==> config.mk <==
export PLATFORM = sky130hd
export DESIGN_NAME = hci_core_mem_bridge_flat
export DESIGN_NICKNAME = d
export VERILOG_FILES = /design/src/rtl/hci_package.sv /design/src/rtl/hci_core_intf.sv /design/src/rtl/hci_mem_intf.sv /design/src/rtl/hci_bridge_resp_fifo.sv /design/src/rtl/hci_core_mem_bridge.sv /design/src/flat_wrapper.sv
export SDC_FILE = /design/constraint.sdc
export NUM_CORES = 1
export LEC_CHECK = 0
export BUFFER_PORTS_ARGS = -buffer_cell sky130_fd_sc_hd__clkbuf_2
export CORE_AREA = 5 5 97 108
export CTS_CLUSTER_SIZE = 14
export DETAILED_ROUTE_END_ITERATION = 10
export DIE_AREA = 0 0 102 113
export GPL_TIMING_DRIVEN = 0
export MAX_ROUTING_LAYER = met4
export PLACE_DENSITY_LB_ADDON = 0.1
export SLEW_MARGIN = 40
export SYNTH_ARGS = -nofsm -noshare
export SYNTH_HDL_FRONTEND = slang
export SYNTH_HIERARCHICAL = 1
export SYNTH_SLANG_ARGS = --single-unit
==> constraint.sdc <==
create_clock -name clk_i -period 10.05 [get_ports clk_i]
set_input_delay 1.005 -clock clk_i [delete_from_list [all_inputs] [get_ports clk_i]]
set_output_delay 1.005 -clock clk_i [all_outputs]
set_load 0.005 [all_outputs]
==> src/rtl/hci_package.sv <==
// Shared HCI constants plus the core/memory bridge response type.
package hci_package;

    localparam int unsigned DEFAULT_DW               = 32;
    localparam int unsigned DEFAULT_AW               = 32;
    localparam int unsigned DEFAULT_BW               = 8;
    localparam int unsigned DEFAULT_IW               = 8;
    localparam int unsigned HCI_BRIDGE_DEFAULT_DEPTH = 2;

    typedef struct packed {
        logic [DEFAULT_DW-1:0] data;
        logic [DEFAULT_IW-1:0] id;
        logic                  opc;
    } hci_bridge_resp_t;

    // Width able to hold fifo occupancy plus one in-flight response.
    function automatic int unsigned hci_bridge_used_width(input int unsigned depth);
        return $clog2(depth + 2);
    endfunction

endpackage

==> src/rtl/hci_core_intf.sv <==
// Core-side HCI port: request channel plus r_valid/r_data response under lrdy.
interface hci_core_intf #(
    parameter int unsigned DW = hci_package::DEFAULT_DW,
    parameter int unsigned AW = hci_package::DEFAULT_AW,
    parameter int unsigned BW = hci_package::DEFAULT_BW
) ();
    logic             req;
    logic             gnt;
    logic [AW-1:0]    add;
    logic             wen;
    logic [DW-1:0]    data;
    logic [DW/BW-1:0] be;
    logic [1:0]       boffs;
    logic             lrdy;
    logic [DW-1:0]    r_data;
    logic             r_valid;
    logic             r_opc;

    modport master (output req, add, wen, data, be, boffs, lrdy,
                    input  gnt, r_data, r_valid, r_opc);
    modport slave  (input  req, add, wen, data, be, boffs, lrdy,
                    output gnt, r_data, r_valid, r_opc);
endinterface

==> src/rtl/hci_mem_intf.sv <==
// Bank-side HCI port: request channel with ID, fixed one-cycle read response.
interface hci_mem_intf #(
    parameter int unsigned DW = hci_package::DEFAULT_DW,
    parameter int unsigned AW = hci_package::DEFAULT_AW,
    parameter int unsigned BW = hci_package::DEFAULT_BW,
    parameter int unsigned IW = hci_package::DEFAULT_IW
) ();
    logic             req;
    logic             gnt;
    logic [AW-1:0]    add;
    logic             wen;
    logic [DW-1:0]    data;
    logic [DW/BW-1:0] be;
    logic [IW-1:0]    id;
    logic [DW-1:0]    r_data;
    logic [IW-1:0]    r_id;

    modport master (output req, add, wen, data, be, id,
                    input  gnt, r_data, r_id);
    modport slave  (input  req, add, wen, data, be, id,
                    output gnt, r_data, r_id);
endinterface

==> src/rtl/hci_bridge_resp_fifo.sv <==
// Register FIFO with synchronous clear; head output reads zero while empty.
module hci_bridge_resp_fifo #(
    parameter  int unsigned WIDTH = 8,
    parameter  int unsigned DEPTH = 2,
    localparam int unsigned CW    = $clog2(DEPTH + 1),
    localparam int unsigned PW    = (DEPTH > 1) ? $clog2(DEPTH) : 1
) (
    input  logic             clk_i,
    input  logic             rst_ni,
    input  logic             clear_i,
    input  logic             push_i,
    input  logic [WIDTH-1:0] data_i,
    input  logic             pop_i,
    output logic [WIDTH-1:0] data_o,
    output logic             full_o,
    output logic             empty_o,
    output logic [CW-1:0]    count_o
);

    logic [WIDTH-1:0] mem_q [DEPTH];
    logic [PW-1:0]    wr_ptr_q, wr_ptr_d;
    logic [PW-1:0]    rd_ptr_q, rd_ptr_d;
    logic [CW-1:0]    count_q, count_d;
    logic             do_push, do_pop;

    function automatic logic [PW-1:0] ptr_inc(input logic [PW-1:0] p);
        return (p == PW'(DEPTH - 1)) ? '0 : p + PW'(1);
    endfunction

    assign empty_o = (count_q == '0);
    assign full_o  = (count_q == CW'(DEPTH));
    assign count_o = count_q;
    assign data_o  = empty_o ? '0 : mem_q[rd_ptr_q];
    assign do_pop  = pop_i & ~empty_o;
    // A full FIFO still accepts a push when the head leaves in the same cycle.
    assign do_push = push_i & (~full_o | do_pop);

    always_comb begin
        wr_ptr_d = wr_ptr_q;
        rd_ptr_d = rd_ptr_q;
        count_d  = count_q;
        if (do_push) wr_ptr_d = ptr_inc(wr_ptr_q);
        if (do_pop)  rd_ptr_d = ptr_inc(rd_ptr_q);
        case ({do_push, do_pop})
            2'b10:   count_d = count_q + CW'(1);
            2'b01:   count_d = count_q - CW'(1);
            default: count_d = count_q;
        endcase
        if (clear_i) begin
            wr_ptr_d = '0;
            rd_ptr_d = '0;
            count_d  = '0;
        end
    end

    always_ff @(posedge clk_i or negedge rst_ni) begin
        if (!rst_ni) begin
            wr_ptr_q <= '0;
            rd_ptr_q <= '0;
            count_q  <= '0;
        end else begin
            wr_ptr_q <= wr_ptr_d;
            rd_ptr_q <= rd_ptr_d;
            count_q  <= count_d;
        end
    end

    always_ff @(posedge clk_i) begin
        if (do_push && !clear_i) mem_q[wr_ptr_q] <= data_i;
    end

endmodule

==> src/rtl/hci_core_mem_bridge.sv <==
// HCI core-to-bank bridge: credit-gated loads with rolling IDs, buffered responses.
// Optional HCI_BRIDGE_ID_CHECK_EN flags returned IDs that differ from the issued ones via r_opc.
module hci_core_mem_bridge
    import hci_package::*;
#(
    parameter int unsigned DW    = DEFAULT_DW,
    parameter int unsigned AW    = DEFAULT_AW,
    parameter int unsigned BW    = DEFAULT_BW,
    parameter int unsigned IW    = 8,
    parameter int unsigned DEPTH = HCI_BRIDGE_DEFAULT_DEPTH
) (
    input  logic        clk_i,
    input  logic        rst_ni,
    input  logic        clear_i,
    hci_core_intf.slave tcdm_target,
    hci_mem_intf.master tcdm_initiator
);

    localparam int unsigned UW = hci_bridge_used_width(DEPTH);
    localparam int unsigned FW = DW + IW + 1;
    localparam int unsigned CW = $clog2(DEPTH + 1);

    logic          inflight_q, inflight_d;
    logic [IW-1:0] id_q, id_d;
    logic [CW-1:0] fifo_cnt;
    logic [UW-1:0] used;
    logic          credit, load_hs, pop;
    logic          fifo_full, fifo_empty;
    logic [FW-1:0] push_data, head;
    logic          resp_opc;
    logic          unused_in;

    // Occupancy is registered, so a pop only frees credit on the following cycle.
    assign used    = UW'(fifo_cnt) + UW'(inflight_q);
    assign credit  = used < UW'(DEPTH);
    assign load_hs = tcdm_initiator.req & tcdm_initiator.gnt & tcdm_target.wen;

    assign tcdm_initiator.req  = tcdm_target.req & (~tcdm_target.wen | credit);
    assign tcdm_target.gnt     = tcdm_initiator.gnt & (~tcdm_target.wen | credit);
    assign tcdm_initiator.add  = tcdm_target.add;
    assign tcdm_initiator.wen  = tcdm_target.wen;
    assign tcdm_initiator.data = tcdm_target.data;
    assign tcdm_initiator.be   = tcdm_target.be;
    assign tcdm_initiator.id   = id_q;

    always_comb begin
        inflight_d = load_hs;
        id_d       = load_hs ? id_q + IW'(1) : id_q;
        if (clear_i) begin
            inflight_d = 1'b0;
            id_d       = '0;
        end
    end

    always_ff @(posedge clk_i or negedge rst_ni) begin
        if (!rst_ni) begin
            inflight_q <= 1'b0;
            id_q       <= '0;
        end else begin
            inflight_q <= inflight_d;
            id_q       <= id_d;
        end
    end

`ifdef HCI_BRIDGE_ID_CHECK_EN
    logic [IW-1:0]              exp_id;
    logic                       exp_full, exp_empty;
    logic [$clog2(DEPTH+2)-1:0] exp_cnt;
    logic                       unused_exp;

    hci_bridge_resp_fifo #(
        .WIDTH (IW),
        .DEPTH (DEPTH + 1)
    ) i_exp_fifo (
        .clk_i   (clk_i),
        .rst_ni  (rst_ni),
        .clear_i (clear_i),
        .push_i  (load_hs),
        .data_i  (id_q),
        .pop_i   (inflight_q),
        .data_o  (exp_id),
        .full_o  (exp_full),
        .empty_o (exp_empty),
        .count_o (exp_cnt)
    );

    assign resp_opc   = inflight_q & (tcdm_initiator.r_id != exp_id);
    assign unused_exp = ^{exp_full, exp_empty, exp_cnt};
`else
    assign resp_opc = 1'b0;
`endif

    assign push_data = {tcdm_initiator.r_data, tcdm_initiator.r_id, resp_opc};
    assign pop       = ~fifo_empty & tcdm_target.lrdy;

    hci_bridge_resp_fifo #(
        .WIDTH (FW),
        .DEPTH (DEPTH)
    ) i_resp_fifo (
        .clk_i   (clk_i),
        .rst_ni  (rst_ni),
        .clear_i (clear_i),
        .push_i  (inflight_q),
        .data_i  (push_data),
        .pop_i   (pop),
        .data_o  (head),
        .full_o  (fifo_full),
        .empty_o (fifo_empty),
        .count_o (fifo_cnt)
    );

    assign tcdm_target.r_valid = ~fifo_empty;
    assign tcdm_target.r_data  = head[FW-1 -: DW];
    assign tcdm_target.r_opc   = head[0];

    assign unused_in = ^{tcdm_target.boffs, tcdm_initiator.r_id, fifo_full, head[IW:1]};

endmodule
==> src/flat_wrapper.sv <==
// flat-port wrapper written by rule: the top's interface ports become plain ports
module hci_core_mem_bridge_flat import hci_package::*;
#(
    parameter int unsigned DW    = DEFAULT_DW,
    parameter int unsigned AW    = DEFAULT_AW,
    parameter int unsigned BW    = DEFAULT_BW,
    parameter int unsigned IW    = 8,
    parameter int unsigned DEPTH = HCI_BRIDGE_DEFAULT_DEPTH
)
  (clk_i, rst_ni, clear_i, tcdm_target_req, tcdm_target_add, tcdm_target_wen, tcdm_target_data, tcdm_target_be, tcdm_target_boffs, tcdm_target_lrdy, tcdm_target_gnt, tcdm_target_r_data, tcdm_target_r_valid, tcdm_target_r_opc, tcdm_initiator_req, tcdm_initiator_add, tcdm_initiator_wen, tcdm_initiator_data, tcdm_initiator_be, tcdm_initiator_id, tcdm_initiator_gnt, tcdm_initiator_r_data, tcdm_initiator_r_id);
  hci_core_intf #(.DW(DW), .AW(AW), .BW(BW)) tcdm_target_i ();
  hci_mem_intf #(.DW(DW), .AW(AW), .BW(BW), .IW(IW)) tcdm_initiator_i ();
  input  logic clk_i;
  input  logic rst_ni;
  input  logic clear_i;
  input wire logic [$bits(tcdm_target_i.req)-1:0] tcdm_target_req;
  input wire logic [$bits(tcdm_target_i.add)-1:0] tcdm_target_add;
  input wire logic [$bits(tcdm_target_i.wen)-1:0] tcdm_target_wen;
  input wire logic [$bits(tcdm_target_i.data)-1:0] tcdm_target_data;
  input wire logic [$bits(tcdm_target_i.be)-1:0] tcdm_target_be;
  input wire logic [$bits(tcdm_target_i.boffs)-1:0] tcdm_target_boffs;
  input wire logic [$bits(tcdm_target_i.lrdy)-1:0] tcdm_target_lrdy;
  output wire logic [$bits(tcdm_target_i.gnt)-1:0] tcdm_target_gnt;
  output wire logic [$bits(tcdm_target_i.r_data)-1:0] tcdm_target_r_data;
  output wire logic [$bits(tcdm_target_i.r_valid)-1:0] tcdm_target_r_valid;
  output wire logic [$bits(tcdm_target_i.r_opc)-1:0] tcdm_target_r_opc;
  output wire logic [$bits(tcdm_initiator_i.req)-1:0] tcdm_initiator_req;
  output wire logic [$bits(tcdm_initiator_i.add)-1:0] tcdm_initiator_add;
  output wire logic [$bits(tcdm_initiator_i.wen)-1:0] tcdm_initiator_wen;
  output wire logic [$bits(tcdm_initiator_i.data)-1:0] tcdm_initiator_data;
  output wire logic [$bits(tcdm_initiator_i.be)-1:0] tcdm_initiator_be;
  output wire logic [$bits(tcdm_initiator_i.id)-1:0] tcdm_initiator_id;
  input wire logic [$bits(tcdm_initiator_i.gnt)-1:0] tcdm_initiator_gnt;
  input wire logic [$bits(tcdm_initiator_i.r_data)-1:0] tcdm_initiator_r_data;
  input wire logic [$bits(tcdm_initiator_i.r_id)-1:0] tcdm_initiator_r_id;
  assign tcdm_target_i.req = tcdm_target_req;
  assign tcdm_target_i.add = tcdm_target_add;
  assign tcdm_target_i.wen = tcdm_target_wen;
  assign tcdm_target_i.data = tcdm_target_data;
  assign tcdm_target_i.be = tcdm_target_be;
  assign tcdm_target_i.boffs = tcdm_target_boffs;
  assign tcdm_target_i.lrdy = tcdm_target_lrdy;
  assign tcdm_target_gnt = tcdm_target_i.gnt;
  assign tcdm_target_r_data = tcdm_target_i.r_data;
  assign tcdm_target_r_valid = tcdm_target_i.r_valid;
  assign tcdm_target_r_opc = tcdm_target_i.r_opc;
  assign tcdm_initiator_req = tcdm_initiator_i.req;
  assign tcdm_initiator_add = tcdm_initiator_i.add;
  assign tcdm_initiator_wen = tcdm_initiator_i.wen;
  assign tcdm_initiator_data = tcdm_initiator_i.data;
  assign tcdm_initiator_be = tcdm_initiator_i.be;
  assign tcdm_initiator_id = tcdm_initiator_i.id;
  assign tcdm_initiator_i.gnt = tcdm_initiator_gnt;
  assign tcdm_initiator_i.r_data = tcdm_initiator_r_data;
  assign tcdm_initiator_i.r_id = tcdm_initiator_r_id;
  hci_core_mem_bridge #(.DW(DW), .AW(AW), .BW(BW), .IW(IW), .DEPTH(DEPTH)) u_core (.clk_i(clk_i), .rst_ni(rst_ni), .clear_i(clear_i), .tcdm_target(tcdm_target_i), .tcdm_initiator(tcdm_initiator_i));
endmodule
Word level (Yosys, flattened, before mapping)
Memory sizes are Yosys's and may differ from the RTL's.
Cells that the tools add are included.

cells by class
  shift-type cells = 0
  bitwise logic cells = 12
  reduce and logical (&&, ||, !) cells = 7
  magnitude comparators = 1
  muxes and demuxes = 14
  eq/ne operators = 3
  $add $sub $neg = 6
  div/mod/pow operators = 0
  $mul = 0

operators with widths
  operator             number
  $mux 41              1
  $mux 8               2
  $mux 1               9
  $add 8x1->8 const B  1
  $and 1x1->1          7
  $reduce_bool 2->1    3
  $eq 2x2->1 const B   2
  $pmux 2 s2           1
  $not 1->1            3
  $reduce_bool 3->1    1
  $add 1x1->1 const B  2
  $add 2x1->2          1
  $add 2x1->2 const B  1
  $eq 2x1->1 const B   1
  $logic_not 2->1      1
  $lt 2x2->1 const B   1
  $mux 2               1
  $or 1x1->1           2
  $sub 2x1->2 const B  1
  $logic_and 1x1->1    1
  $logic_not 1->1      1

storage, ports and cells
  bits in writable memories = 80
  memories = 1
  memory bits (read-only) = 0
  logic and storage cells = 49
  flip-flop bits (word level) = 13
  latch bits = 0
  input port bits = 117
  output and inout port bits = 113

memory list
  memory                    words  bits a word  read ports  clocked after memory_dff  wr ports  line                        source
  u_core.i_resp_fifo.mem_q  2      40           1           0                         1         hci_bridge_resp_fifo.sv:20  logic [WIDTH-1:0] mem_q [DEPTH];

Depth between registers and ports, before layout
Gate-level depths: netlist of the first run.

  word-level depth = 9
  depth in mapped cells = 6
  mapped depth without buffers = 5

Cells and area by module
Netlist of the first run, hierarchy kept.

modules (own cells, without submodules)
  module                area each (sq um)  instances  cells each  sequential area each (sq um)
  hci_bridge_resp_fifo  3,323.2            1          198         2,562.5
  hci_core_mem_bridge   1,052.3            1          124         225.2

Least setup slack after synthesis of the first run
Ideal clock, no wire load.

  path type = input -> register
  start point = in tcdm_target_lrdy
  end point = mem u_core/i_resp_fifo/mem_q[1][0] (netlist name), enable pin
  path buffers = 0
  library setup time = 499 ps
  arrival = 4,590 ps
  slack = 4,961 ps
  stages on the path = 4
  required time = 9,551 ps
  cells stage by stage = nor2b_1 -> inv_1 -> a21o_1 -> nor3b_1

between the ends
  longest elaborated chain between the ends = 7

RTL lines
  what                          line                        source
  start: declaration            flat_wrapper.sv:22          input wire logic [$bits(tcdm_target_i.lrdy)-1:0] tcdm_target_lrdy;
  $and 1x1->1                   hci_core_mem_bridge.sv:94   assign pop = ~fifo_empty & tcdm_target.lrdy;
  $and 1x1->1                   hci_bridge_resp_fifo.sv:34  assign do_pop = pop_i & ~empty_o;
  $or 1x1->1                    hci_bridge_resp_fifo.sv:36  assign do_push = push_i & (~full_o | do_pop);
  $and 1x1->1                   hci_bridge_resp_fifo.sv:36
  $logic_and 1x1->1             hci_bridge_resp_fifo.sv:69  if (do_push && !clear_i) mem_q[wr_ptr_q] <= data_i;
  $mux 1                        hci_bridge_resp_fifo.sv:69
  $mux 1 (implied by the code)  hci_bridge_resp_fifo.sv:69
  end: declaration              hci_bridge_resp_fifo.sv:20

Every way passes these cells.

Final worst setup path of the first run
  start point = reg u_core.i_resp_fifo.count_q[0], in the netlist u_core/i_resp_fifo/count_o[0]
  end point = mem u_core/i_resp_fifo/mem_q[1][9] (netlist name), enable pin

between the ends
  longest elaborated chain between the ends = 9
  elaborated cells between the ends (all ways) = 11
  those cells by class = 1 x eq/ne; 2 x mux; 6 x bitwise; 2 x reduce/logical

RTL lines
  what                          line                        source
  start: declaration            hci_bridge_resp_fifo.sv:23  logic [CW-1:0] count_q, count_d;
  start signal: assignment      hci_bridge_resp_fifo.sv:64  count_q <= count_d;
  $logic_not 2->1               hci_bridge_resp_fifo.sv:30  assign empty_o = (count_q == '0);
  via u_core.fifo_empty         hci_core_mem_bridge.sv:28   logic fifo_full, fifo_empty;
  $not 1->1                     hci_core_mem_bridge.sv:94
  $and 1x1->1                   hci_core_mem_bridge.sv:94
  via u_core.pop                hci_core_mem_bridge.sv:27   logic credit, load_hs, pop;
  $and 1x1->1                   hci_bridge_resp_fifo.sv:34
  $or 1x1->1                    hci_bridge_resp_fifo.sv:36
  $and 1x1->1                   hci_bridge_resp_fifo.sv:36
  $logic_and 1x1->1             hci_bridge_resp_fifo.sv:69
  $mux 1                        hci_bridge_resp_fifo.sv:69
  $mux 1 (implied by the code)  hci_bridge_resp_fifo.sv:69

The timed path passes the listed nets, and every way through them passes these cells.

==> impl_summary.txt, run 1 <==
----------------------------------------------------
[Run status]
  Status ... finished clean

[Worst setup path]
  Worst r2r src ... u_core/i_resp_fifo/count_o[0]$_DFFE_PN0P_
  Crit. End Element ... flop
  Worst path arrival time ... approximately 3 ns
  Critical path startpoint ... u_core/i_resp_fifo/count_o[0]$_DFFE_PN0P_
  Slowest cell on the critical path ... dfrtp_1
  Largest delay contributor family on the critical path ... buffers and inverters
  Levels on crit path ... 9
  Buffer and inverter count on the worst path ... 5
  Max Fanout on Critical Path ... 11
  Critical Path RT ... 10.11 ns
  Worst-case reg-to-reg path depth ... 9
  Most repeated library cell on the critical path ... buf_2
  Chain of cells forming the critical path ... nor2_1 -> buf_2 -> nor2b_1 -> inv_1 -> a21o_1 -> nor3b_2 -> buf_4 -> buf_2 -> buf_6
  Critical path start-end classification ... reg2reg
  Critical path launch point type ... flop
  Minimum setup slack among reg-to-reg paths ... between 7 and 8 ns
  Worst R2R End ... u_core/i_resp_fifo/mem_q[1][9]$_DFFE_PP_
  Crit path to ... u_core/i_resp_fifo/mem_q[1][9]$_DFFE_PP_
  Delay contributed by the slowest stage of the critical path ... 0.48 ns

[Detailed routing]
  Number of design rule violations left after detail routing ... 0
  Initial DRT Pass Iterations ... 4
  Via-to-Cell Ratio ... 4.47
  Post-detailed-route count of antenna-violating nets ... 0
  Routed wire length per instance ... ~15 um
  Vias after detailed routing ... 2,617
  1st-iter DRT viols ... 31
  Wirelength, routed ... a little under 9000 um

[Power]
  Leakage power ... 2.19 nW
  Sw Share ... 22.4%
  Total power density per cell area ... 126 mW/mm2
  Largest vdd supply drop ... around 0.087 mV
  Switching power of the nets ... about 0.14 mW
  Internal portion of total power ... 0.485 mW
  Portion of total power attributed to the clock network ... between 30% and 40%
  Proportion of power drawn by flip-flops and latches ... 57.3%
  Share of total power in combinational logic ... under 10%

[GRT]
  Fraction of met3 tracks used by global routing ... 2.65%
  Global routing usage on met1 ... 15.3%
  Global-route wire length before repair ... 12,600 um
  GRT Residual Overflow ... 0
  Largest net degree at the start of global routing ... 15
  Global-route total usage across every layer ... between 10% and 20%
  Number of global-route vias before repair ... 2,586
  GRT Max-Usage Layer ... met2
  Number of antenna violations at the first check in global routing ... 0
  Grt met2 use ... 26.9%

[Yosys]
  Combined area of all synthesized cells ... between 0.003 and 0.004 mm2
  Gate Count Post-Synth ... 290
  Avg Synthesized Cell Area ... roughly 13 um2
  Count of yosys warnings during synthesis ... 6

[STA]
  Setup repair after global routing missed its margin ... false
  Final hold violations ... 0
  Max-slew headroom ... 56.0%
  Share of the clock period used by the worst path ... around 29%
  Setup slack after layout ... 7.12 ns
  Number of endpoints failing setup at the final stage ... 0
  Number of pins with negative max-slew slack in the final report ... 0
  Skew final ... 0.00724 ns
  Slew at the pin with the worst max-slew slack ... 0.656 ns
  Achievable Freq ... 341 MHz
  Min Tclk post-route ... between 2 and 3 ns
  Setup TNS after final layout ... 0 ns

[Die]
  Die Height ... 113 um
  DIE AREA ... about 0.012 mm2
  Area of the placeable core ... between 0.009 and 0.01 mm2
  Die Span X ... 102 um
  Ports ... 230
  Number of standard-cell rows in the floorplan ... 37
  Initial cell density of the core ... roughly two fifths

[Clock network]
  Clock tree from TritonCTS ... yes
  CTS Hold Bufs ... 0
  Clock Pin Slew Worst Setup and Hold Paths ... 0.08 ns
  Level count of the clock H-tree ... 3
  Maximum number of buffers from clock root to sink ... 2
  Num CTS Buffers ... 9
  Buffer count from post-CTS setup fixing ... 0
  Cell at the root of the clock tree ... clkbuf_8
  Num Clock Sinks ... between 70 and 80
  Insertion delay to the later sink of the worst-skew pair ... 0.34 ns
  Post_cts resized ... 0

[Final layout]
  Fraction of final layout cells with drive strength greater than 1 ... 56.2%
  Total area of sequential cells ... 0.00231 mm2
  Filler Cell Count ... 855
  Layout net count ... 581
  Inserted Diodes ... 0
  Finished Core Util ... between 50% and 60%
  Synth-to-Final Area Change ... 30.7%
  Multi-input gate area ... 892 um2
  Number of standard cells in the final layout excluding fillers ... 585

[Placed design]
  Half-perimeter wire length of the detailed placement result ... 7030 um
  Number of cells in the design after placement ... 569
  Gpl congestion ... 0.777
  Setup slack at placement ... 6.90 ns
  Count of buffers from port buffering ... around 150

[Min path]
  Min-delay worst type ... in2async

[Job]
  Max-cap violations ... 0

----------------------------------------------------
[placed cells by master, fill, tap and decap left out, types with 4 or more instances in the layout]
| cell type | instances |
|---|---|
| buf_4 | 80 |
| edfxtp_1 | 66 |
| xnor2_1 | 5 |
| buf_2 | 7 |
| nor2b_1 | 4 |
| clkbuf_8 | 9 |
| mux2i_1 | 34 |
| dfrtp_1 | 13 |
| nor2_1 | 45 |
| clkbuf_2 | 151 |
| nor3_1 | 4 |
[power groups by stage]
stage	clock [mW]	combinational (mW)	sequential, mW
5_1_grt	0.228	0.0678	0.359
4_1_cts	0.215	0.0629	0.359
3_5_place_dp	0	0.0629	0.366
6_report	0.206	0.0614	0.359
3_3_place_gp	0	0.0612	0.366
2_1_floorplan	0	0.0309	0.366
[metrics by stage]
step | hold WS [ns] | cell area, um2 | total power [mW]
after floorplan | 0.552 | 3790 | 0.397
after global placement | 0.564 | 4690 | 0.427
after detailed placement | 0.568 | 4770 | 0.429
after CTS | 0.545 | 4950 | 0.636
after global routing | 0.566 | 4950 | 0.655
final | 0.552 | 4950 | 0.626
[area by class of cell]
cell class                      instances  area share (%)
Clock inverter                          6           0.910
Sequential cell                        79            46.6
Multi-Input combinational cell        129            18.0
Inverter                                3           0.228
Clock buffer                           10            2.58
Tap cell                              117            2.96
Timing Repair Buffer                  161            16.8
Buffer                                 80            11.9
[routing by layer]
layer  share of wire, %  vias up
li1                   -     1283
met1                 35     1204
met2                 54      122
met3                9.8        8
met4                1.3        0
met5                  0        -
[flip-flops by register name (all words and copies together), names as in the netlist]
name                         flops
u_core/i_resp_fifo/count_o       2
u_core/i_resp_fifo/mem_q        66
u_core/i_resp_fifo/rd_ptr_q      1
u_core/i_resp_fifo/wr_ptr_q      1
u_core/inflight_q                1
u_core/tcdm_initiator.id         8
[worst register-to-register path, stage by stage, from the launching register on]
cell     delay, ns
dfrtp_1       0.48
nor2_1        0.19
buf_2         0.23
nor2b_1       0.32
inv_1         0.11
a21o_1        0.22
nor3b_2       0.45
buf_4         0.25
buf_2         0.23
buf_6         0.17
[worst min path at each step]
| stage | end | cells past startpoint | slack [ns] | start |
|---|---|---|---|---|
| final | u_core/tcdm_initiator.id[6]$_DFFE_PN0P_ | 1 | 0.55 | rst_ni |
| after global routing | u_core/tcdm_initiator.id[6]$_DFFE_PN0P_ | 1 | 0.57 | rst_ni |
| after CTS | u_core/tcdm_initiator.id[6]$_DFFE_PN0P_ | 1 | 0.54 | rst_ni |
| after detailed placement | u_core/tcdm_initiator.id[6]$_DFFE_PN0P_ | 2 | 0.57 | u_core/tcdm_initiator.id[6]$_DFFE_PN0P_ |
| after global placement | u_core/tcdm_initiator.id[4]$_DFFE_PN0P_ | 2 | 0.56 | u_core/tcdm_initiator.id[4]$_DFFE_PN0P_ |
| after floorplan | u_core/tcdm_initiator.id[4]$_DFFE_PN0P_ | 2 | 0.55 | u_core/tcdm_initiator.id[4]$_DFFE_PN0P_ |
Note: power is estimated with default switching activity, not from simulation.
==> run 2: changes to the inputs <==
Settings changed: CORE_AREA 5 5 97 108 to 5 5 105 117, DIE_AREA 0 0 102 113 to 0 0 110 122.
Clock period 10.05 ns to 2.55 ns, I/O delays scaled along.
==> run 2 against run 1 <==
Effect of this change: first-iteration DRC count is 150% higher; design area increased by 3.7%; core utilization shrank 7.6 points; sequential cell count did not move; setup slack lost 6.9 ns; critical path depth is 1 lower; combinational power rose to 4.0 times the previous value; die area up 16%; cell count grew 5.5%; critical endpoint is now u_core/i_resp_fifo/mem_q[1][23]$_DFFE_PP_; largest cell class unchanged.
==> impl_summary.txt, run 2 (synthesized netlist as in run 1, its figures left out) <==
----------------------------------------------------
[Clock network]
  Insertion delay to the later sink of the worst-skew pair ... approximately 0.32 ns
  Clock tree from TritonCTS ... yes
  Clock Pin Slew Worst Setup and Hold Paths ... 0.06 ns
  Cell at the root of the clock tree ... clkbuf_16
  Level count of the clock H-tree ... 3
  Maximum number of buffers from clock root to sink ... 2
  Num CTS Buffers ... 9
  Num Clock Sinks ... 79

[Final layout]
  Fraction of final layout cells with drive strength greater than 1 ... 55.9%
  Filler Cell Count ... between 1k and 1.5k
  Top library cells by usage in the layout, fill and taps aside ... clkbuf_2 (151), buf_4 (77), edfxtp_1 (66), nor2_1 (45), mux2i_1 (34)
  Final standard cell area without fillers ... 0.00513 mm2
  Inserted Diodes ... 0
  Register containing the most flip-flops in the final layout ... u_core/i_resp_fifo/mem_q
  Max reg flops ... 66
  Most common library cell in the layout ignoring fill and taps ... clkbuf_2
  Synth-to-Final Area Change ... 35.5%
  Layout net count ... 580

[Min path]
  Worst hold path depth ... 1
  Min-Delay Startpoint ... tcdm_initiator_r_data[18]
  Endpoint with the worst hold slack ... u_core/i_resp_fifo/mem_q[0][27]$_DFFE_PP_
  Min-delay worst type ... in2reg

[GRT]
  Global-route wire length before repair ... 12,300 um
  Number of global-route vias before repair ... 2,458
  Grt met2 use ... 20.9%
  Fraction of met3 tracks used by global routing ... 3.97%
  Largest net degree at the start of global routing ... 14
  GRT Max-Usage Layer ... met2
  Global routing usage on met1 ... 14.2%
  GRT Residual Overflow ... 0
  Global-route total usage across every layer ... 12.6%
  Number of antenna violations at the first check in global routing ... 0

[Worst setup path]
  Worst path arrival time ... ~2.3 ns
  Largest delay contributor family on the critical path ... buffers and inverters
  Critical path launch point type ... flop
  Slowest cell on the critical path ... dfrtp_1
  Max Fanout on Critical Path ... 11
  Levels on crit path ... 8
  Buffer and inverter count on the worst path ... 4
  Most repeated library cell on the critical path ... buf_4
  Crit. End Element ... flop
  Worst-case reg-to-reg path depth ... 8
  Worst R2R End ... u_core/i_resp_fifo/mem_q[1][23]$_DFFE_PP_
  Critical path start-end classification ... reg2reg
  Delay contributed by the slowest stage of the critical path ... around 0.42 ns
  Minimum setup slack among reg-to-reg paths ... around 0.25 ns
  Critical Path RT ... 2.58 ns
  Worst r2r src ... u_core/i_resp_fifo/count_o[1]$_DFFE_PN0P_
  Chain of cells forming the critical path ... nor2_1 -> buf_2 -> nor2b_4 -> inv_1 -> a21o_1 -> nor3b_4 -> buf_4 -> buf_4

[Detailed routing]
  1st-iter DRT viols ... 77
  Routed wire length per instance ... 13.9 um
  Via-to-Cell Ratio ... 4.20
  Post-detailed-route count of antenna-violating nets ... 0
  Vias after detailed routing ... roughly 2.6k
  Number of design rule violations left after detail routing ... 0
  Wirelength, routed ... about 8600 um
  Initial DRT Pass Iterations ... 4

[STA]
  Skew final ... 0.00286 ns
  Number of pins with negative max-slew slack in the final report ... 0
  Setup repair after global routing missed its margin ... false
  Min Tclk post-route ... 2.30 ns
  Setup slack after layout ... 0.252 ns
  Setup TNS after final layout ... 0 ns
  Share of the clock period used by the worst path ... about nine tenths
  Number of endpoints failing setup at the final stage ... 0
  Final hold violations ... 0
  Achievable Freq ... about 440 MHz

[Die]
  Area of the placeable core ... between 0.01 and 0.015 mm2
  Ports ... 230
  Number of standard-cell rows in the floorplan ... 41
  Die Span X ... around 110 um
  Initial cell density of the core ... roughly a third
  Die Height ... 122 um
  DIE AREA ... 0.0134 mm2

[Placed design]
  Gpl congestion ... 0.745
  Half-perimeter wire length of the detailed placement result ... 6670 um
  Count of buffers from port buffering ... 151
  Placement-stage cell area ... 0.00482 mm2
  Setup slack at placement ... -0.255 ns

[Power]
  Leakage power ... between 2 and 2.5 nW
  Largest vdd supply drop ... 0.393 mV
  Total power density per cell area ... 560 mW/mm2

[Job]
  Max-cap violations ... 0

[Run status]
  Status ... finished clean

----------------------------------------------------
run 2: report_power, final:
part / internal, mW / switching, mW
Combinational: 0.149 / 0.0966
Sequential: 1.41 / 0.00564
Clock: 0.749 / 0.460
run 2: per-layer routing:
| metal | wire [um] | vias up | share of wire [%] |
|---|---|---|---|
| met1 | 3270 | 1193 | 38 |
| met5 | 0 | - | 0 |
| met4 | 83 | 0 | 0.97 |
| met2 | 4430 | 109 | 52 |
| li1 | - | 1286 | - |
| met3 | 791 | 6 | 9.2 |
run 2: what timing repair did:
item                                    in CTS  in global routing
pin swaps                                    2                  0
hold buffers                                 1                  0
buffers inserted                             2                  0
resized for setup                            0                  2
endpoints found under the setup margin      44                 18
endpoints found under the hold margin       13                  0
run 2: area by class of cell:
class / instances / area (um2) / area share, %
Tap cell: 150 / 188 / 3.66
Inverter: 3 / 11.3 / 0.220
Buffer: 80 / 588 / 11.5
Multi-Input combinational cell: 129 / 912 / 17.8
Timing Repair Buffer: 160 / 841 / 16.4
Clock buffer: 11 / 233 / 4.54
Sequential cell: 79 / 2310 / 45.0
Clock inverter: 5 / 48.8 / 0.951
run 2: per-stage QoR:
| stage | cells | total power, mW | hold slack, ns | util, % |
|---|---|---|---|---|
| after global placement | 592 | 1.69 | 0.183 | 42.7 |
| final | 617 | 2.87 | 0.118 | 46.1 |
| after CTS | 617 | 2.92 | 0.102 | 46.0 |
| after global routing | 617 | 3.01 | 0.0971 | 46.1 |
| after detailed placement | 598 | 1.69 | 0.178 | 43.3 |
| after floorplan | 291 | 1.56 | -0.0406 | - |
run 2: worst reg2reg max path: cells and delay by family, from the launching register on:
kind / cells / cell delay, ns
DFF: 1 / 0.42
and+or+nand+nor: 3 / 0.57
buffers and inverters: 4 / 0.78
AOI/OAI and AO/OA: 1 / 0.24
run 2: how the worst max path moves through the flow:
stage                                                      endpoint  slack [ns]                                      start
final                     u_core/i_resp_fifo/mem_q[1][23]$_DFFE_PP_        0.25  u_core/i_resp_fifo/count_o[1]$_DFFE_PN0P_
after global routing      u_core/i_resp_fifo/mem_q[1][27]$_DFFE_PP_       0.009  u_core/i_resp_fifo/count_o[1]$_DFFE_PN0P_
after CTS                 u_core/i_resp_fifo/mem_q[1][23]$_DFFE_PP_        0.08  u_core/i_resp_fifo/count_o[0]$_DFFE_PN0P_
after detailed placement  u_core/i_resp_fifo/mem_q[1][29]$_DFFE_PP_       -0.26  u_core/i_resp_fifo/count_o[0]$_DFFE_PN0P_
after global placement    u_core/i_resp_fifo/mem_q[1][29]$_DFFE_PP_       -0.82  u_core/i_resp_fifo/count_o[0]$_DFFE_PN0P_
after floorplan            u_core/i_resp_fifo/mem_q[1][0]$_DFFE_PP_        0.03  u_core/i_resp_fifo/count_o[0]$_DFFE_PN0P_
